**src/rtl/transport_arb_pkg.sv**
```systemverilog
// Shared types for the transport arbiter: FSM states, byte type, default stall timeout.
// No logic; imported by the arbiter top and its round-robin selector.
package transport_arb_pkg;

   typedef enum logic {
      ST_IDLE = 1'b0,
      ST_XFER = 1'b1
   } state_t;

   typedef logic [7:0] byte_t;

   localparam int DEF_TIMEOUT_CYCLES = 1024;

endpackage

```
**src/rtl/rr_arbiter.sv**
```systemverilog
// Combinational round-robin pick: first requester after last_idx, wrapping NUM_CH-1 to 0.
// Zero latency; no backpressure, output is one-hot or all zero when nothing requests.
module rr_arbiter #(
   parameter int NUM_CH = 2,
   parameter int IDXW   = $clog2(NUM_CH)
)(
   input  logic [NUM_CH-1:0] req,
   input  logic [IDXW-1:0]   last_idx,
   output logic [NUM_CH-1:0] win
);

   logic found;

   // Walk outward from the slot after the previous owner; the first requester hit wins.
   always_comb begin
      win   = '0;
      found = 1'b0;
      for (int off = 1; off <= NUM_CH; off++) begin
         for (int i = 0; i < NUM_CH; i++) begin
            if (!found && req[i] && (i == ((int'(last_idx) + off) % NUM_CH))) begin
               win[i] = 1'b1;
               found  = 1'b1;
            end
         end
      end
   end

endmodule

```
**src/rtl/transport_arbiter.sv**
```systemverilog
// Packet-atomic round-robin mux of NUM_CH byte streams into one TX FIFO; grant registered, data path zero latency.
// WRFULL drops CH_READY of the owner; optional stall abort under TRANSPORT_ARB_TIMEOUT_EN.
module transport_arbiter
   import transport_arb_pkg::*;
#(
   parameter int NUM_CH         = 2,
   parameter int TIMEOUT_CYCLES = DEF_TIMEOUT_CYCLES
)(
   input  logic                  CLK,
   input  logic                  RESETn,
   input  logic [NUM_CH-1:0]     CH_VALID,
   input  logic [8*NUM_CH-1:0]   CH_DATA,
   input  logic [NUM_CH-1:0]     CH_LAST,
   output logic [NUM_CH-1:0]     CH_READY,
   output logic                  WREN,
   output logic [7:0]            WRDATA,
   input  logic                  WRFULL,
   output logic [NUM_CH-1:0]     GRANT,
   output logic                  BUSY,
   output logic                  TIMEOUT_ERR,
   input  logic                  ERR_CLR
);

   localparam int IDXW = $clog2(NUM_CH);

   state_t              state;
   logic [NUM_CH-1:0]   grant_q;
   logic [IDXW-1:0]     last_idx;
   logic [IDXW-1:0]     g_idx;
   logic [NUM_CH-1:0]   win;
   logic                g_valid;
   byte_t               wr_mux;
   logic                accept_last;
   logic                timeout_hit;

   rr_arbiter #(
      .NUM_CH (NUM_CH),
      .IDXW   (IDXW)
   ) u_rr (
      .req      (CH_VALID),
      .last_idx (last_idx),
      .win      (win)
   );

   // Grant is one-hot or zero, so an all-zero grant (idle or reset) yields zero data.
   always_comb begin
      g_idx   = '0;
      g_valid = 1'b0;
      wr_mux  = '0;
      for (int i = 0; i < NUM_CH; i++) begin
         if (grant_q[i]) begin
            g_idx   = IDXW'(i);
            g_valid = CH_VALID[i];
            wr_mux  = byte_t'(CH_DATA[8*i +: 8]);
         end
      end
   end

   assign CH_READY    = grant_q & {NUM_CH{~WRFULL}};
   assign WREN        = |(CH_VALID & CH_READY);
   assign WRDATA      = wr_mux;
   assign accept_last = WREN & (|(CH_LAST & grant_q));
   assign GRANT       = grant_q;
   assign BUSY        = (state == ST_XFER);

`ifdef TRANSPORT_ARB_TIMEOUT_EN
   localparam int CW = $clog2(TIMEOUT_CYCLES + 1);

   logic [CW-1:0] stall_cnt;
   logic          err_q;

   // Fires on the cycle the counter would reach TIMEOUT_CYCLES; FIFO-full cycles never count.
   assign timeout_hit = (state == ST_XFER) && !g_valid && !WRFULL &&
                        (stall_cnt == CW'(TIMEOUT_CYCLES - 1));

   always_ff @(posedge CLK or negedge RESETn) begin
      if (!RESETn) begin
         stall_cnt <= '0;
      end else if ((state != ST_XFER) || WREN || timeout_hit) begin
         stall_cnt <= '0;
      end else if (!WRFULL && !g_valid) begin
         stall_cnt <= stall_cnt + 1'b1;
      end
   end

   always_ff @(posedge CLK or negedge RESETn) begin
      if (!RESETn) begin
         err_q <= 1'b0;
      end else if (timeout_hit) begin
         err_q <= 1'b1;
      end else if (ERR_CLR) begin
         err_q <= 1'b0;
      end
   end

   assign TIMEOUT_ERR = err_q;
`else
   localparam int unused_timeout_cycles = TIMEOUT_CYCLES;
   logic unused_err_clr;

   assign unused_err_clr = ERR_CLR;
   assign timeout_hit    = 1'b0;
   assign TIMEOUT_ERR    = 1'b0;
`endif

   always_ff @(posedge CLK or negedge RESETn) begin
      if (!RESETn) begin
         state    <= ST_IDLE;
         grant_q  <= '0;
         last_idx <= IDXW'(NUM_CH - 1);
      end else begin
         case (state)
            ST_IDLE: begin
               if (|CH_VALID) begin
                  grant_q <= win;
                  state   <= ST_XFER;
               end
            end
            ST_XFER: begin
               if (accept_last || timeout_hit) begin
                  grant_q  <= '0;
                  last_idx <= g_idx;
                  state    <= ST_IDLE;
               end
            end
            default: begin
               grant_q <= '0;
               state   <= ST_IDLE;
            end
         endcase
      end
   end

endmodule

```
**config.mk**
```make
export PLATFORM = sky130hd
export DESIGN_NAME = transport_arbiter
export DESIGN_NICKNAME = d
export VERILOG_FILES = /design/src/rtl/transport_arb_pkg.sv /design/src/rtl/rr_arbiter.sv /design/src/rtl/transport_arbiter.sv
export SDC_FILE = /design/constraint.sdc
export NUM_CORES = 1
export LEC_CHECK = 0
export CORE_AREA = 2 2 39 41
export DETAILED_ROUTE_END_ITERATION = 8
export DIE_AREA = 0 0 41 43
export PLACE_DENSITY = 0.77
export REMOVE_ABC_BUFFERS = 1
export SETUP_SLACK_MARGIN = 0.15
export SLEW_MARGIN = 5
export SYNTH_ARGS = -nofsm -noshare
export SYNTH_HDL_FRONTEND = slang
export SYNTH_HIERARCHICAL = 1
export SYNTH_SLANG_ARGS = --single-unit
export TNS_END_PERCENT = 1
```
**constraint.sdc**
```tcl
create_clock -name CLK -period 3.72 [get_ports CLK]
set_clock_uncertainty 0.05 [all_clocks]
set_input_delay 0.93 -clock CLK [delete_from_list [all_inputs] [get_ports CLK]]
set_output_delay 0.93 -clock CLK [all_outputs]
set_load 0.01 [all_outputs]
```
; ---- Word level (Yosys, flattened, before mapping)
; Index checks and enable logic that the tools add are counted.
[word_totals]
reg_bits = 4
inputBits = 24
[classes]
n_bitwise = 8
n_reduce_logical = 17
muxes = 15
add_sub_neg = 2
n_eq_ne = 4
[op_table]
columns = op, count
row1 = zero test 32 bit, 2
row2 = 2-to-1 mux 8 bit, 2
row3 = 2-to-1 mux 1 bit, 9
row4 = logical AND 1 bit, 7
row5 = AND 2 bit, 3
row6 = OR reduction 2 bit, 3
row7 = "== test 2 bit, first input constant", 2
row8 = 2-to-1 mux 2 bit, 2
row9 = one-hot mux 2 bit (2 select lines), 1
row10 = AND reduction 2 bit, 2
row11 = zero test 1 bit, 3
row12 = "adder 1 bit, second input constant", 2
row13 = "AND 1 bit, first input constant", 2
row14 = "!= test 2 x 1 -> 1 bit, second input constant", 1
row15 = "!= test 2 bit, second input constant", 1
row16 = NOT 1 bit, 2
row17 = one-hot mux 1 bit (2 select lines), 1
row18 = AND 1 bit, 1

; ---- Longest topological paths before layout
[depth]
ltp_word = 19
mapped_depth = 4

; ---- By module
; The synthesis kept the hierarchy.
[modules_own_cells]
columns = module, cells_per_inst, instances, area_per_inst_um2
row1 = transport_arbiter, 36, 1, 327.8
row2 = rr_arbiter, 3, 1, 18.8

; ---- Least setup slack after synthesis
; No wires, ideal clock.
[synth_timing]
path_kind = input to output
startpoint = input port CH_VALID[1]
endpoint = output port WREN
arrival_ps = 1257
path_buffers = 0
path_slack_ps = 1483
cell_stages = 2
path_cell_list = a22oi_2 nor2_1
[synth_via]
elab_chain_cells = 2
[synth_lines]
columns = item, line
row1 = "start, declared", transport_arbiter.sv:11  ; input logic [NUM_CH-1:0] CH_VALID,
row2 = AND 2 bit, transport_arbiter.sv:60  ; assign WREN = |(CH_VALID & CH_READY);
row3 = OR reduction 2 bit, transport_arbiter.sv:60
row4 = "end, declared", transport_arbiter.sv:15  ; output logic WREN,
; Every way passes these cells.

; ---- Worst setup path after layout
; Ends and elaborated chain as after synthesis.

==> flow_metrics.py <==
metrics = {
    "pwr": {
        "internal_power_mw": 0.1971,
        "p_comb_frac": 0.536,
        "p_switching_mw": 0.09579,
        "switching_share": 0.3270,
        "finalPower_mw": 0.2929,
        "p_leak_nw": 0.2812,
        "p_seq_frac": 0.259,
        "clkPwrFrac": 0.205,
        "power.density_nw_per_um2": 400.9,
        "peakVddDrop_v": 0.0002210,
    },
    "timing": {
        "slew_violations": 0,
        "layout_setup_ws_ns": 0.4616,
        "tns_ns": 0,
        "hold_viol_final": 0,
        "period_share": 0.8759,
        "worst_hold_slack_ns": 0.5444,
        "fin_crit_ns": 3.258,
        "rsz0062_at_grt": "no",
        "finalSetupViolCount": 0,
        "fmax_ghz": 0.3069,
    },
    "synthesis": {
        "synth_ff_type": "dfrtp_1",
        "ys_types": 19,
        "synth_area_um2": 346.6,
        "synthCells": 39,
        "async_flop_share": 1.000,
        "synth_edf_count": 0,
        "syn_avg_cell_area_um2": 8.887,
        "ys_seq_elements": 4,
        "ys_seq_area_frac": 0.2924,
        "yosysWarningCount": 6,
    },
    "placement": {
        "preCtsSetupSlack_ns": 0.4642,
        "gp_congestion": 0.6635,
        "io_buffers": 36,
        "hpwlAfterDp_um": 850.2,
    },
    "finish": {
        "fill_cells": 138,
        "final_nets": 100,
        "drive_gt1_frac": 0.08000,
        "area_delta_synth_final_pct": 110.8,
        "n_antenna_cell": 0,
    },
    "floorplan": {
        "die-area_um2": 1763,
        "rows": 14,
        "die_h_um": 43,
        "start_util": 0.2505,
        "core_um2": 1384,
        "die_w_um": 41,
        "ios": 39,
    },
    "routing": {
        "drc_errors": 0,
        "num_vias": 435,
        "vias_per_cell": 4.780,
        "wl_per_cell_um": 11.71,
        "drtPass1Iterations": 2,
        "postRouteAntennaNets": 0,
        "postRouteWirelength_mm": 1.066,
        "drt_iter0_drc": 4,
    },
    "clock_tree": {
        "cts_sinks": 4,
        "clock_latency_ns": 0.24,
        "cts_hold_buf": 0,
        "cts_tree": "yes",
        "clk_pin_slew_worst_paths_ns": 0.04,
        "clockBufferDepth": 2,
        "post_cts_buffers": 0,
        "htree_levels": 1,
        "root_buffer": "clkbuf_4",
        "cts_resized": 0,
        "numCtsBuffers": 3,
    },
    "global_route": {
        "grt_pass1_wl_mm": 1.476,
        "antenna_found_initial": 0,
        "globalRouteTotalUtil": 0.1240,
        "grt-ovfl-total": 0,
        "grt_pass1_vias": 375,
        "grt_max_degree": 17,
    },
    "setup_path": {
        "arrival_ns": 2.28,
        "required_ns": 2.74,
        "cp-start-kind": "input port",
        "cp-end-kind": "output pin",
        "critPathKind": "in2out",
        "cp_max_fo": 5,
    },
    "outcome": {
        "status": "complete, no violations",
    },
    "run": {
        "maxCapViolCount": 0,
    },
    "worst_hold_path": {
        "hold_class": "reg2reg",
    },
}
[path summary, 6_finish.rpt]
path	startpoint	endpoint	slack (ns)	cells after the start
min reg2reg	BUSY$_DFF_PN0_	GRANT[0]$_DFFE_PN0P_	0.54	1
max reg2reg	GRANT[1]$_DFFE_PN0P_	last_idx$_DFFE_PN1P_	2.04	3
max	CH_VALID[1]	WREN	0.46	4
max in group asynchronous	RESETn	last_idx$_DFFE_PN1P_	2.53	1
min	BUSY$_DFF_PN0_	GRANT[0]$_DFFE_PN0P_	0.54	1
min in group asynchronous	RESETn	GRANT[0]$_DFFE_PN0P_	0.84	1
[flip-flops by register name, indices dropped and copies added, names as in the netlist]
register and flops:
last_idx 1, GRANT 2, BUSY 1
[routing by layer]
layer,global-route usage,share of wire,up-vias
met5,0,0,-
met4,0.04000,0,0
met3,0.06806,0.20,0
met2,0.2125,0.47,34
met1,0.1173,0.33,189
li1,-,-,212
[layout make-up]
type	instances	area (um^2)	share of cell area
repair buffers	36	360.3	0.4932
inverters	3	11.26	0.01541
multi-input cells	28	211.5	0.2894
well taps	16	20.02	0.02740
flip-flops and latches	4	101.3	0.1387
clock buffers	4	26.28	0.03596
[cell usage after synthesis (all sizes together), types with 2 or more instances]
cell type | n | area share
a21boi | 2 | 0.043
a22o | 7 | 0.18
a22oi | 2 | 0.058
buf | 2 | 0.043
clkbuf | 2 | 0.022
dfrtp | 3 | 0.22
inv | 3 | 0.032
nand2 | 4 | 0.043
nor2 | 2 | 0.022
nor2b | 3 | 0.054
o32ai | 2 | 0.051
[worst max-delay path, cell delays in order]
cell and delay [ns]:
clkdlybuf4s50_1 0.56, a22oi_2 0.13, nor2_1 0.12, clkdlybuf4s50_1 0.54
[layout by cell type, fill, tap and decap left out]
cell	n
a21boi_1	2
o32ai_1	2
conb_1	1
mux2_1	1
a22oi_2	1
nand2_1	4
clkbuf_4	3
nor2b_1	3
clkdlybuf4s50_1	36
inv_1	3
o21bai_1	1
nor2_1	2
dfstp_2	1
a22o_1	7
nor3_1	1
nor4b_4	1
dfrtp_1	3
o21ai_0	1
clkbuf_1	1
a22oi_1	1
[power groups by stage]
| stage | Sequential (mW) | Combinational [mW] | Clock, mW |
|---|---|---|---|
| finish | 0.0760 | 0.157 | 0.0600 |
| global route | 0.0796 | 0.169 | 0.0674 |
| CTS | 0.0771 | 0.158 | 0.0615 |
| detailed placement | 0.0772 | 0.157 | 0 |
| global placement | 0.0776 | 0.156 | 0 |
| floorplan | 0.0737 | 0.0643 | 0 |
[stage by stage]
| stage | instances | cell area, um^2 | util |
|---|---|---|---|
| after floorplan | 35 | 324.1 | - |
| after global placement | 87 | 704.4 | 0.5090 |
| after detailed placement | 87 | 704.4 | 0.5090 |
| after CTS | 91 | 730.7 | 0.5280 |
| after global routing | 91 | 730.7 | 0.5280 |
| final | 91 | 730.7 | 0.5280 |
[cell families after synthesis]
kind of cell / count (synthesis) / synth area share
AO/OA/AOI/OAI: 15 / 0.3646
buffers and inverters: 7 / 0.09747
flip-flops: 4 / 0.2924
multiplexers: 1 / 0.03249
other: 1 / 0.01082
AND/OR/NAND/NOR: 11 / 0.2021
Power figures use the tool's default switching activity.
